===== src/rtl/mem_bus_arbiter.sv =====
// mem_bus_arbiter: shares one SRAM-like memory port between the instruction-fetch
// master and the mem-stage data master.
// An in-order ordering FIFO records which master owns each accepted transaction
// so that every returning data_ok/rdata is routed back to the master that issued it.
// Optional feature: define MEM_ARB_RR_EN for round-robin arbitration. When it is
// undefined, the arbiter uses fixed priority with the data master first.

module mem_bus_arbiter #(
   parameter int unsigned OUTSTANDING = 2,
   parameter int unsigned ADDR_W      = 32,
   parameter int unsigned DATA_W      = 32
) (
   input  logic              clk,
   input  logic              rst,

   input  logic              inst_req,
   input  logic              inst_wr,
   input  logic [1:0]        inst_size,
   input  logic [ADDR_W-1:0] inst_addr,
   input  logic [DATA_W-1:0] inst_wdata,
   output logic [DATA_W-1:0] inst_rdata,
   output logic              inst_addr_ok,
   output logic              inst_data_ok,

   input  logic              data_req,
   input  logic              data_wr,
   input  logic [1:0]        data_size,
   input  logic [ADDR_W-1:0] data_addr,
   input  logic [DATA_W-1:0] data_wdata,
   output logic [DATA_W-1:0] data_rdata,
   output logic              data_addr_ok,
   output logic              data_data_ok,

   output logic              m_req,
   output logic              m_wr,
   output logic [1:0]        m_size,
   output logic [ADDR_W-1:0] m_addr,
   output logic [DATA_W-1:0] m_wdata,
   input  logic [DATA_W-1:0] m_rdata,
   input  logic              m_addr_ok,
   input  logic              m_data_ok,

   output logic              busy
);

   // A depth of 1 still needs a 1-bit pointer. In that case the pointer always stays at 0.
   localparam int unsigned PtrW = (OUTSTANDING > 1) ? $clog2(OUTSTANDING) : 1;
   localparam int unsigned CntW = $clog2(OUTSTANDING) + 1;

   typedef enum logic [1:0] {
      GntNone = 2'd0,
      GntInst = 2'd1,
      GntData = 2'd2
   } gnt_e;

   // The lock state remembers a winner whose request is still waiting for m_addr_ok.
   typedef enum logic [1:0] {
      StFree     = 2'd0,
      StLockInst = 2'd1,
      StLockData = 2'd2
   } lock_e;

   lock_e state_q, state_d;
   gnt_e  arb_win;
   gnt_e  gnt;

   logic [PtrW-1:0]        wr_ptr_q, rd_ptr_q;
   logic [CntW-1:0]        count_q;
   logic [OUTSTANDING-1:0] fifo_q;      // 1 = DATA owns the entry, 0 = INST

   logic full;
   logic push;
   logic pop;
   logic head_is_data;

   function automatic logic [PtrW-1:0] ptr_inc(input logic [PtrW-1:0] p);
      if (p == PtrW'(OUTSTANDING - 1)) begin
         return '0;
      end
      return p + PtrW'(1);
   endfunction

   assign full = (count_q == CntW'(OUTSTANDING));

`ifdef MEM_ARB_RR_EN
   logic last_q;                        // 1 = DATA was accepted most recently

   // Record which master had its address accepted most recently.
   always_ff @(posedge clk or negedge rst) begin
      if (!rst) begin
         last_q <= 1'b0;
      end else if (push) begin
         last_q <= (gnt == GntData);
      end
   end

   // Round-robin: on a tie, the master that was not accepted last wins.
   always_comb begin
      arb_win = GntNone;
      if (!rst) begin
         arb_win = GntNone;
      end else if (data_req && inst_req) begin
         arb_win = last_q ? GntInst : GntData;
      end else if (data_req) begin
         arb_win = GntData;
      end else if (inst_req) begin
         arb_win = GntInst;
      end
   end
`else
   // Fixed priority: the data master wins whenever it requests.
   always_comb begin
      arb_win = GntNone;
      if (!rst) begin
         arb_win = GntNone;
      end else if (data_req) begin
         arb_win = GntData;
      end else if (inst_req) begin
         arb_win = GntInst;
      end
   end
`endif

   // Lock state register.
   always_ff @(posedge clk or negedge rst) begin
      if (!rst) begin
         state_q <= StFree;
      end else begin
         state_q <= state_d;
      end
   end

   // Next lock state: hold the winner while its request is pending without m_addr_ok.
   always_comb begin
      state_d = StFree;
      if (m_req && !m_addr_ok) begin
         case (gnt)
            GntInst: state_d = StLockInst;
            GntData: state_d = StLockData;
            default: state_d = StFree;
         endcase
      end
   end

   // Grant selection and request/address-handshake outputs.
   always_comb begin
      gnt = arb_win;
      // A locked master keeps the bus only while it still requests.
      case (state_q)
         StLockInst: if (inst_req) gnt = GntInst;
         StLockData: if (data_req) gnt = GntData;
         default:    gnt = arb_win;
      endcase

      m_req        = 1'b0;
      m_wr         = 1'b0;
      m_size       = 2'b00;
      m_addr       = '0;
      m_wdata      = '0;
      inst_addr_ok = 1'b0;
      data_addr_ok = 1'b0;
      case (gnt)
         GntInst: begin
            m_req        = !full;
            m_wr         = inst_wr;
            m_size       = inst_size;
            m_addr       = inst_addr;
            m_wdata      = inst_wdata;
            inst_addr_ok = !full && m_addr_ok;
         end
         GntData: begin
            m_req        = !full;
            m_wr         = data_wr;
            m_size       = data_size;
            m_addr       = data_addr;
            m_wdata      = data_wdata;
            data_addr_ok = !full && m_addr_ok;
         end
         default: begin
            m_req = 1'b0;
         end
      endcase
   end

   assign push = m_req && m_addr_ok;
   // A data_ok arriving with nothing outstanding is ignored.
   assign pop  = rst && m_data_ok && (count_q != '0);

   assign head_is_data = fifo_q[rd_ptr_q];

   // Route each response to the master that owns the FIFO head. Both masters see the read data.
   always_comb begin
      inst_data_ok = pop && !head_is_data;
      data_data_ok = pop && head_is_data;
      inst_rdata   = m_rdata;
      data_rdata   = m_rdata;
      busy         = (count_q != '0) || m_req;
   end

   // Ordering FIFO: push on accepted address, pop on returned data.
   always_ff @(posedge clk or negedge rst) begin
      if (!rst) begin
         wr_ptr_q <= '0;
         rd_ptr_q <= '0;
         count_q  <= '0;
         fifo_q   <= '0;
      end else begin
         if (push) begin
            fifo_q[wr_ptr_q] <= (gnt == GntData);
            wr_ptr_q         <= ptr_inc(wr_ptr_q);
         end
         if (pop) begin
            rd_ptr_q <= ptr_inc(rd_ptr_q);
         end
         case ({push, pop})
            2'b10:   count_q <= count_q + CntW'(1);
            2'b01:   count_q <= count_q - CntW'(1);
            default: count_q <= count_q;
         endcase
      end
   end

endmodule


===== config.mk =====
export PLATFORM = sky130hd
export DESIGN_NAME = mem_bus_arbiter
export DESIGN_NICKNAME = d
export VERILOG_FILES = /design/src/rtl/mem_bus_arbiter.sv
export SDC_FILE = /design/constraint.sdc
export NUM_CORES = 1
export LEC_CHECK = 0
export BUFFER_PORTS_ARGS = -buffer_cell sky130_fd_sc_hd__buf_2
export CAP_MARGIN = 5
export CORE_AREA = 4 4 119 121
export CTS_CLUSTER_DIAMETER = 40
export CTS_CLUSTER_SIZE = 30
export DETAILED_ROUTE_END_ITERATION = 6
export DIE_AREA = 0 0 123 125
export MAX_ROUTING_LAYER = met4
export PLACE_DENSITY = 0.52
export RECOVER_POWER = 100
export SLEW_MARGIN = 20
export SYNTH_ARGS = -nofsm -noshare
export SYNTH_HDL_FRONTEND = slang
export SYNTH_SLANG_ARGS = --single-unit

===== constraint.sdc =====
create_clock -name clk -period 2.7 [get_ports clk]
set_input_delay 0.54 -clock clk [delete_from_list [all_inputs] [get_ports clk]]
set_output_delay 0.54 -clock clk [all_outputs]
set_load 0.02 [all_outputs]

==> results.py, run 1 <==
metrics = {
    "status": {
        "run_status": "stopped before the end",
        "stop_stage": "detailed routing (5_2_route)",
        "tool.error": "[ERROR DRT-0255] Maze Route cannot find path of net m_rdata[22] in worker of routeBox ( 96600 0 ) ( 123000 48300 ).",
    },
    "floorplan": {
        "start_util_pct": 14.1,
        "die_x_um": 123,
        "die_h_um": 125,
        "io_pins": 309,
        "rows": 42,
    },
    "logic_synthesis": {
        "synthCells": 273,
        "synth_area_leader_cell": "a22oi_1",
        "synth_nets": 450,
        "netlist.area_leader.share_pct": 27.3,
        "yosysMostFrequentCell": "nor2_1",
        "synthArstFlopShare_pct": 100,
        "synth-seq-cells": 8,
        "syn_area_um2": 1840,
        "ys_warn_count": 0,
        "ys_top_cells_by_count": "72 x nor2_1, 67 x a22oi_1, 64 x buf_4",
        "synth.avg_cell_area_um2": 6.76,
        "netlist_top_cells_area": "a22oi_1 27%, buf_4 26%, nor2_1 15%",
        "yosysSeqAreaShare_pct": 10.9,
        "synth_cell_types": 28,
        "synth_edf_count": 0,
        "synth_flop_cell": "dfrtp_1",
    },
    "place": {
        "hpwl_um": 6290,
        "dpl_cell_area_um2": 2700,
        "dp_slack_ps": 76.3,
        "place_congestion": 0.771,
        "portBuffers": 212,
    },
    "clock_tree": {
        "h-tree-depth": 1,
        "cts_buffers": 3,
        "root_buffer": "clkbuf_16",
        "ctsHoldBuffers": 0,
        "cts_max_path_buffers": 2,
        "cts_sinks": 8,
    },
    "global_route": {
        "overflow": 0,
        "grt_pass1_vias": 2607,
        "grt_pass1_wl_um": 13000,
        "grt_antenna_before_repair": 0,
        "grtUsageTotal_pct": 10.7,
        "grt_max_degree": 38,
    },
    "timing": {
        "grt-worst-endpoint": "m_wdata[19]",
        "worst_path_end_type": "primary output",
    },
}
-- kinds of logic after synthesis --
| group | synth area share (%) |
|---|---|
| and+or+nand+nor | 20.5 |
| AOI/OAI and AO/OA | 29.4 |
| xor gates and xnor gates | 2.37 |
| buffers and inverters | 31.7 |
| adders and majority gates | 3.39 |
| DFF | 10.9 |
| muxes | 1.76 |
-- per-stage QoR --
| stage | util, % | cells |
|---|---|---|
| global route | 27.6 | 605 |
| floorplan | - | 273 |
| detailed placement | 20.6 | 583 |
| global placement | 20.6 | 583 |
| CTS | 25.4 | 599 |
-- routing by layer --
layer and GRT usage, %:
met1 12.1, met4 3.00, met5 -, met2 19.3, met3 1.45
-- what timing repair did --
action | in CTS | in global routing
buffers inserted | 8 | 0
cloned | 5 | 7
pin swaps | 10 | 15
gates resized for setup | 90 | 47
endpoints found under the setup margin | 69 | 70
==> run 2: changes to the inputs <==
--- a/config.mk
+++ b/config.mk
@@ -7,13 +7,10 @@
 export LEC_CHECK = 0
 export BUFFER_PORTS_ARGS = -buffer_cell sky130_fd_sc_hd__buf_2
 export CAP_MARGIN = 5
-export CORE_AREA = 4 4 119 121
-export CTS_CLUSTER_DIAMETER = 40
-export CTS_CLUSTER_SIZE = 30
+export CORE_AREA = 4 4 118 120
 export DETAILED_ROUTE_END_ITERATION = 6
-export DIE_AREA = 0 0 123 125
-export MAX_ROUTING_LAYER = met4
-export PLACE_DENSITY = 0.52
+export DIE_AREA = 0 0 122 124
+export PLACE_DENSITY_LB_ADDON = 0.15
 export RECOVER_POWER = 100
 export SLEW_MARGIN = 20
 export SYNTH_ARGS = -nofsm -noshare
==> constraint.sdc (replaced) <==
create_clock -name clk -period 3.5 [get_ports clk]
set_input_delay 0.7 -clock clk [delete_from_list [all_inputs] [get_ports clk]]
set_output_delay 0.7 -clock clk [all_outputs]
set_load 0.02 [all_outputs]
==> results.py, run 2 <==
metrics = {
    "clock_tree": {
        "ctsHoldBuffers": 0,
        "cts_tree": "yes",
        "root_buffer": "clkbuf_16",
        "cts_max_path_buffers": 2,
        "ctsResizeCount": 0,
        "cts_buffers": 3,
        "h-tree-depth": 1,
        "clk_latency_ps": 230,
        "cts.clk_slew.worst_paths_ps": 40,
        "post_cts_buffers": 0,
        "cts_sinks": 8,
    },
    "critical_path": {
        "path_cells": "ha_1 > nor2_1 > nor3b_1 > o21a_1 > ha_1 > buf_12 > a22oi_1 > nor2_1 > clkbuf_1",
        "critPathLaunchType": "flip-flop",
        "cp_slowest_stage_delay_ps": 370,
        "critical_path_arrival_ps": 2510,
        "path_class": "reg -> out",
        "cp-end-kind": "output pin",
        "required_ps": 2800,
        "cp_max_fo": 38,
        "slowest_stage": "dfrtp_1",
    },
    "logic_synthesis": {
        "ys_top_cells_by_count": "72 x nor2_1, 67 x a22oi_1, 64 x buf_4",
        "synth-seq-cells": 8,
        "netlist_top_cells_area": "a22oi_1 27%, buf_4 26%, nor2_1 15%",
        "synthArstFlopShare_pct": 100,
        "synthCells": 273,
        "yosysSeqAreaShare_pct": 10.9,
        "synth_area_leader_cell": "a22oi_1",
        "synth_edf_count": 0,
        "netlist.area_leader.share_pct": 27.3,
        "synth.avg_cell_area_um2": 6.76,
        "synth_cell_types": 28,
        "ys_warn_count": 0,
        "yosysMostFrequentCell": "nor2_1",
        "synth_flop_cell": "dfrtp_1",
        "synth_nets": 450,
        "syn_area_um2": 1840,
    },
    "global_route": {
        "grt_pass1_vias": 2372,
        "grt_antenna_before_repair": 0,
        "grtUsageTotal_pct": 9.98,
        "grt_pass1_wl_um": 12300,
        "grt_max_degree": 42,
        "overflow": 0,
    },
    "job": {
        "cap_violations": 0,
    },
    "detailed_routing": {
        "drtIter0Drc": 97,
        "antenna_left": 0,
        "via_count": 2333,
        "wl_um": 8370,
        "viasPerCell": 4.01,
        "drc": 0,
        "routedWlPerCell_um": 14.4,
        "dr.pass1.iters": 5,
    },
    "floorplan": {
        "start_util_pct": 14.2,
        "io_pins": 309,
        "die_x_um": 122,
        "core-area_um2": 13000,
        "rows": 42,
        "die_h_um": 124,
        "dieArea_um2": 15100,
    },
    "timing": {
        "worst_slew_pin_slew_ps": 373,
        "tns_ps": 0,
        "slew_headroom_pct": 75.1,
        "fin_skew_ps": 1.50,
        "drv_slew": 0,
        "setup_ws_ps": 292,
        "timing.hold.ws_ps": 327,
        "post-route-min-period_ps": 3210,
        "rsz0062_at_grt": "no",
        "hold_viol": 0,
        "period_share_pct": 91.7,
        "setup_viol": 0,
        "fmax_mhz": 312,
    },
    "place": {
        "portBuffers": 212,
        "dpl_cell_area_um2": 2670,
        "dp_slack_ps": 445,
        "place_congestion": 0.740,
        "hpwl_um": 6890,
    },
    "finish": {
        "largestRegisters": "count_q: 2 flops, fifo_q: 2 flops, state_q: 2 flops",
        "final_cell_mix": "144 x buf_2, 72 x nor2_1, 67 x a22oi_1, 67 x clkbuf_1, 8 x dfrtp_1",
        "final_layout_size_suffix_gt1_share_pct": 38.4,
        "layout_commonest_cell": "buf_2",
        "areaGrowthSynthToFinish_pct": 43.8,
        "diodes": 0,
        "final_nets": 585,
        "finalInstanceArea_um2": 2650,
    },
    "power": {
        "finalPower_uw": 746,
        "pwr_density_cell_nw_per_um2": 281,
        "irDropWorstVdd_mv": 0.147,
        "p_leak_nw": 1.15,
    },
    "worst_hold_path": {
        "min_path_type": "in -> async",
    },
    "status": {
        "run_status": "finished, final reports clean",
    },
}
run 2: final cells by class:
type	instances	area, um^2
timing repair buffer	218	1080
tap	176	220
sequential	8	200
fill	1557	10300
multi-input combinational	174	1060
inverter	3	11.3
clock buffer	3	75.1
run 2: metrics by stage:
stage               cells  utilization, %
CTS                   582            21.1
floorplan             273               -
detailed placement    579            20.5
global placement      579            20.5
finish                582            20.4
global route          582            20.4
run 2: path summary, 6_finish.rpt:
kind / startpoint / depth (start not counted) / slack, ps / end
worst max-delay path: state_q[1] / 9 / 290 / m_wdata[19]
worst min-delay path: rst / 1 / 330 / rd_ptr_q
worst max register to register: state_q[1] / 8 / 740 / fifo_q[0]
worst min register to register: rd_ptr_q / 1 / 490 / rd_ptr_q
max in group asynchronous: rst / 1 / 2980 / state_q[1]
min in group clk: rd_ptr_q / 1 / 490 / rd_ptr_q
run 2: cells by family after synthesis:
| family | share of synthesized area, % |
|---|---|
| buf+inv | 31.7 |
| mux | 1.76 |
| flops | 10.9 |
| compound gates | 29.4 |
| fa+ha+maj | 3.39 |
| simple gates | 20.5 |
| xor+xnor | 2.37 |
run 2: routing by layer:
| metal | GRT usage, % | vias to the layer above | share of wire [%] | wire (um) |
|---|---|---|---|---|
| met1 | 11.9 | 1055 | 38 | 3220 |
| met3 | 1.82 | 8 | 7.4 | 616 |
| met2 | 19.1 | 116 | 54 | 4490 |
| met4 | 1.19 | 0 | 0.50 | 42 |
| li1 | - | 1154 | - | - |
| met5 | 0 | - | 0 | 0 |
run 2: critical path, delay by kind of cell (launching register included):
kind                     cells  cell delay, ps
buffers and inverters        2             530
AND/OR/NAND/NOR              3             400
flip-flops                   1             370
AO/OA/AOI/OAI                2             280
adder cells (fa/ha/maj)      2             670
run 2: power by group:
group | switching [mW] | leakage (nW) | internal (mW)
registers | 0.0365 | 0.101 | 0.128
clock network | 0.0414 | 0.0370 | 0.147
logic | 0.217 | 1.01 | 0.176
total | 0.295 | 1.15 | 0.451
(Power assumes the default switching activity.)
==> run 3: changes to the inputs <==
--- a/config.mk
+++ b/config.mk
@@ -6,11 +6,11 @@
 export NUM_CORES = 1
 export LEC_CHECK = 0
 export BUFFER_PORTS_ARGS = -buffer_cell sky130_fd_sc_hd__buf_2
-export CAP_MARGIN = 5
+export CAP_MARGIN = 15
 export CORE_AREA = 4 4 118 120
 export DETAILED_ROUTE_END_ITERATION = 6
 export DIE_AREA = 0 0 122 124
-export PLACE_DENSITY_LB_ADDON = 0.15
+export PLACE_DENSITY_LB_ADDON = 0.25
 export RECOVER_POWER = 100
 export SLEW_MARGIN = 20
 export SYNTH_ARGS = -nofsm -noshare
==> results.py, run 3 (same netlist as run 2, synthesis figures left out) <==
metrics = {
    "detailed_routing": {
        "wl_um": 7730,
        "routedWlPerCell_um": 13.3,
        "drc": 0,
        "viasPerCell": 4.08,
        "drtIter0Drc": 57,
        "dr.pass1.iters": 4,
        "antenna_left": 0,
        "via_count": 2375,
    },
    "power": {
        "p_leak_nw": 1.14,
        "irDropWorstVdd_mv": 0.181,
        "pwr_density_cell_nw_per_um2": 281,
    },
    "clock_tree": {
        "clk_latency_ps": 230,
        "cts_tree": "yes",
        "cts_buffers": 3,
        "ctsResizeCount": 0,
        "root_buffer": "clkbuf_16",
        "h-tree-depth": 1,
        "cts_max_path_buffers": 2,
        "ctsHoldBuffers": 0,
        "cts_sinks": 8,
        "cts.clk_slew.worst_paths_ps": 40,
        "post_cts_buffers": 0,
    },
    "timing": {
        "period_share_pct": 90.5,
        "setup_ws_ps": 331,
        "setup_viol": 0,
        "fmax_mhz": 316,
        "fin_skew_ps": 2.94,
        "rsz0062_at_grt": "no",
        "slew_headroom_pct": 72.0,
        "hold_viol": 0,
        "tns_ps": 0,
        "post-route-min-period_ps": 3170,
        "drv_slew": 0,
        "worst_slew_pin_slew_ps": 420,
    },
    "critical_path": {
        "cp-end-kind": "output pin",
        "critical_path_arrival_ps": 2470,
        "required_ps": 2800,
        "reg2reg_slack_ps": 860,
        "cp_max_fo": 37,
        "path_class": "reg -> out",
        "critPathLaunchType": "flip-flop",
    },
    "floorplan": {
        "die_h_um": 124,
        "rows": 42,
        "die_x_um": 122,
        "core-area_um2": 13000,
        "dieArea_um2": 15100,
        "io_pins": 309,
        "start_util_pct": 14.2,
    },
    "place": {
        "portBuffers": 212,
        "hpwl_um": 6410,
        "dpl_cell_area_um2": 2620,
        "dp_slack_ps": 462,
        "place_congestion": 0.764,
    },
    "finish": {
        "final_cell_mix": "146 x buf_2, 72 x nor2_1, 67 x a22oi_1",
        "nFillCells": 1541,
        "multiInputGateArea_um2": 1060,
        "finalInstanceArea_um2": 2610,
        "areaGrowthSynthToFinish_pct": 41.4,
        "seq_area_um2": 200,
        "final_layout_size_suffix_gt1_share_pct": 39.2,
        "final_nets": 585,
        "diodes": 0,
        "largestRegisters": "count_q: 2 flops, fifo_q: 2 flops, state_q: 2 flops",
        "layout_commonest_cell": "buf_2",
    },
    "worst_hold_path": {
        "min_path_type": "in -> async",
    },
    "global_route": {
        "grtUsageTotal_pct": 9.03,
        "grt_max_degree": 39,
        "overflow": 0,
        "grt_antenna_before_repair": 0,
        "grt_pass1_vias": 2221,
        "grt_pass1_wl_um": 11400,
    },
    "status": {
        "run_status": "finished, final reports clean",
    },
    "job": {
        "cap_violations": 0,
    },
}
[run 3: changes by cell type in the layout (fill, tap and decap cells not counted)]
cell	previous run	this run
buf_2	144	146
buf_4	1	4
clkbuf_4	0	1
ha_2	0	2
clkbuf_2	1	0
buf_12	5	1
clkbuf_1	67	66
ha_1	5	3
[run 3: report_power, final]
part	switching, mW	leakage [nW]	internal, mW
registers	0.0363	0.101	0.128
logic	0.213	1.00	0.169
clock network	0.0404	0.0370	0.147
total	0.289	1.14	0.444
[run 3: cell type report]
cell class	instances	area share, %
sequential	8	7.68
timing repair buffer	218	39.7
tap	176	8.45
inverter	3	0.432
clock buffer	3	2.88
multi-input combinational	174	40.8
[run 3: path summary, 6_finish.rpt]
check                        endpoint  cells after the start  startpoint
max in group asynchronous  state_q[1]                      1         rst
setup / recovery           m_addr[15]                      9  state_q[0]
hold reg to reg             fifo_q[0]                      1   fifo_q[0]
hold / removal               rd_ptr_q                      1         rst
setup reg to reg            fifo_q[0]                      9  state_q[0]
min in group clk            fifo_q[0]                      1   fifo_q[0]
[run 3: metal layers]
metal / part of all wire (%) / wire length [um] / global-route usage [%]
met1: 38 / 2910 / 11.3
met2: 52 / 4030 / 15.7
met3: 8.0 / 619 / 1.95
met4: 2.2 / 167 / 2.45
met5: 0 / 0 / 0
[run 3: stage by stage]
step / total power [mW] / cells / hold slack, ps / util (%)
after floorplan: 0.498 / 273 / 404 / -
after global placement: 0.554 / 579 / 485 / 20.1
after detailed placement: 0.560 / 579 / 491 / 20.1
after CTS: 0.753 / 582 / 322 / 20.7
after global routing: 0.796 / 582 / 333 / 20.1
final: 0.733 / 582 / 318 / 20.1
[run 3: worst max-delay path, stage by stage (launching register included)]
cell      delay [ps]
dfrtp_1          340
inv_1             50
ha_1             330
o21a_1           210
o21ai_0          200
ha_2             210
clkbuf_4         400
a22oi_1          130
nor2_1           100
clkbuf_1         260
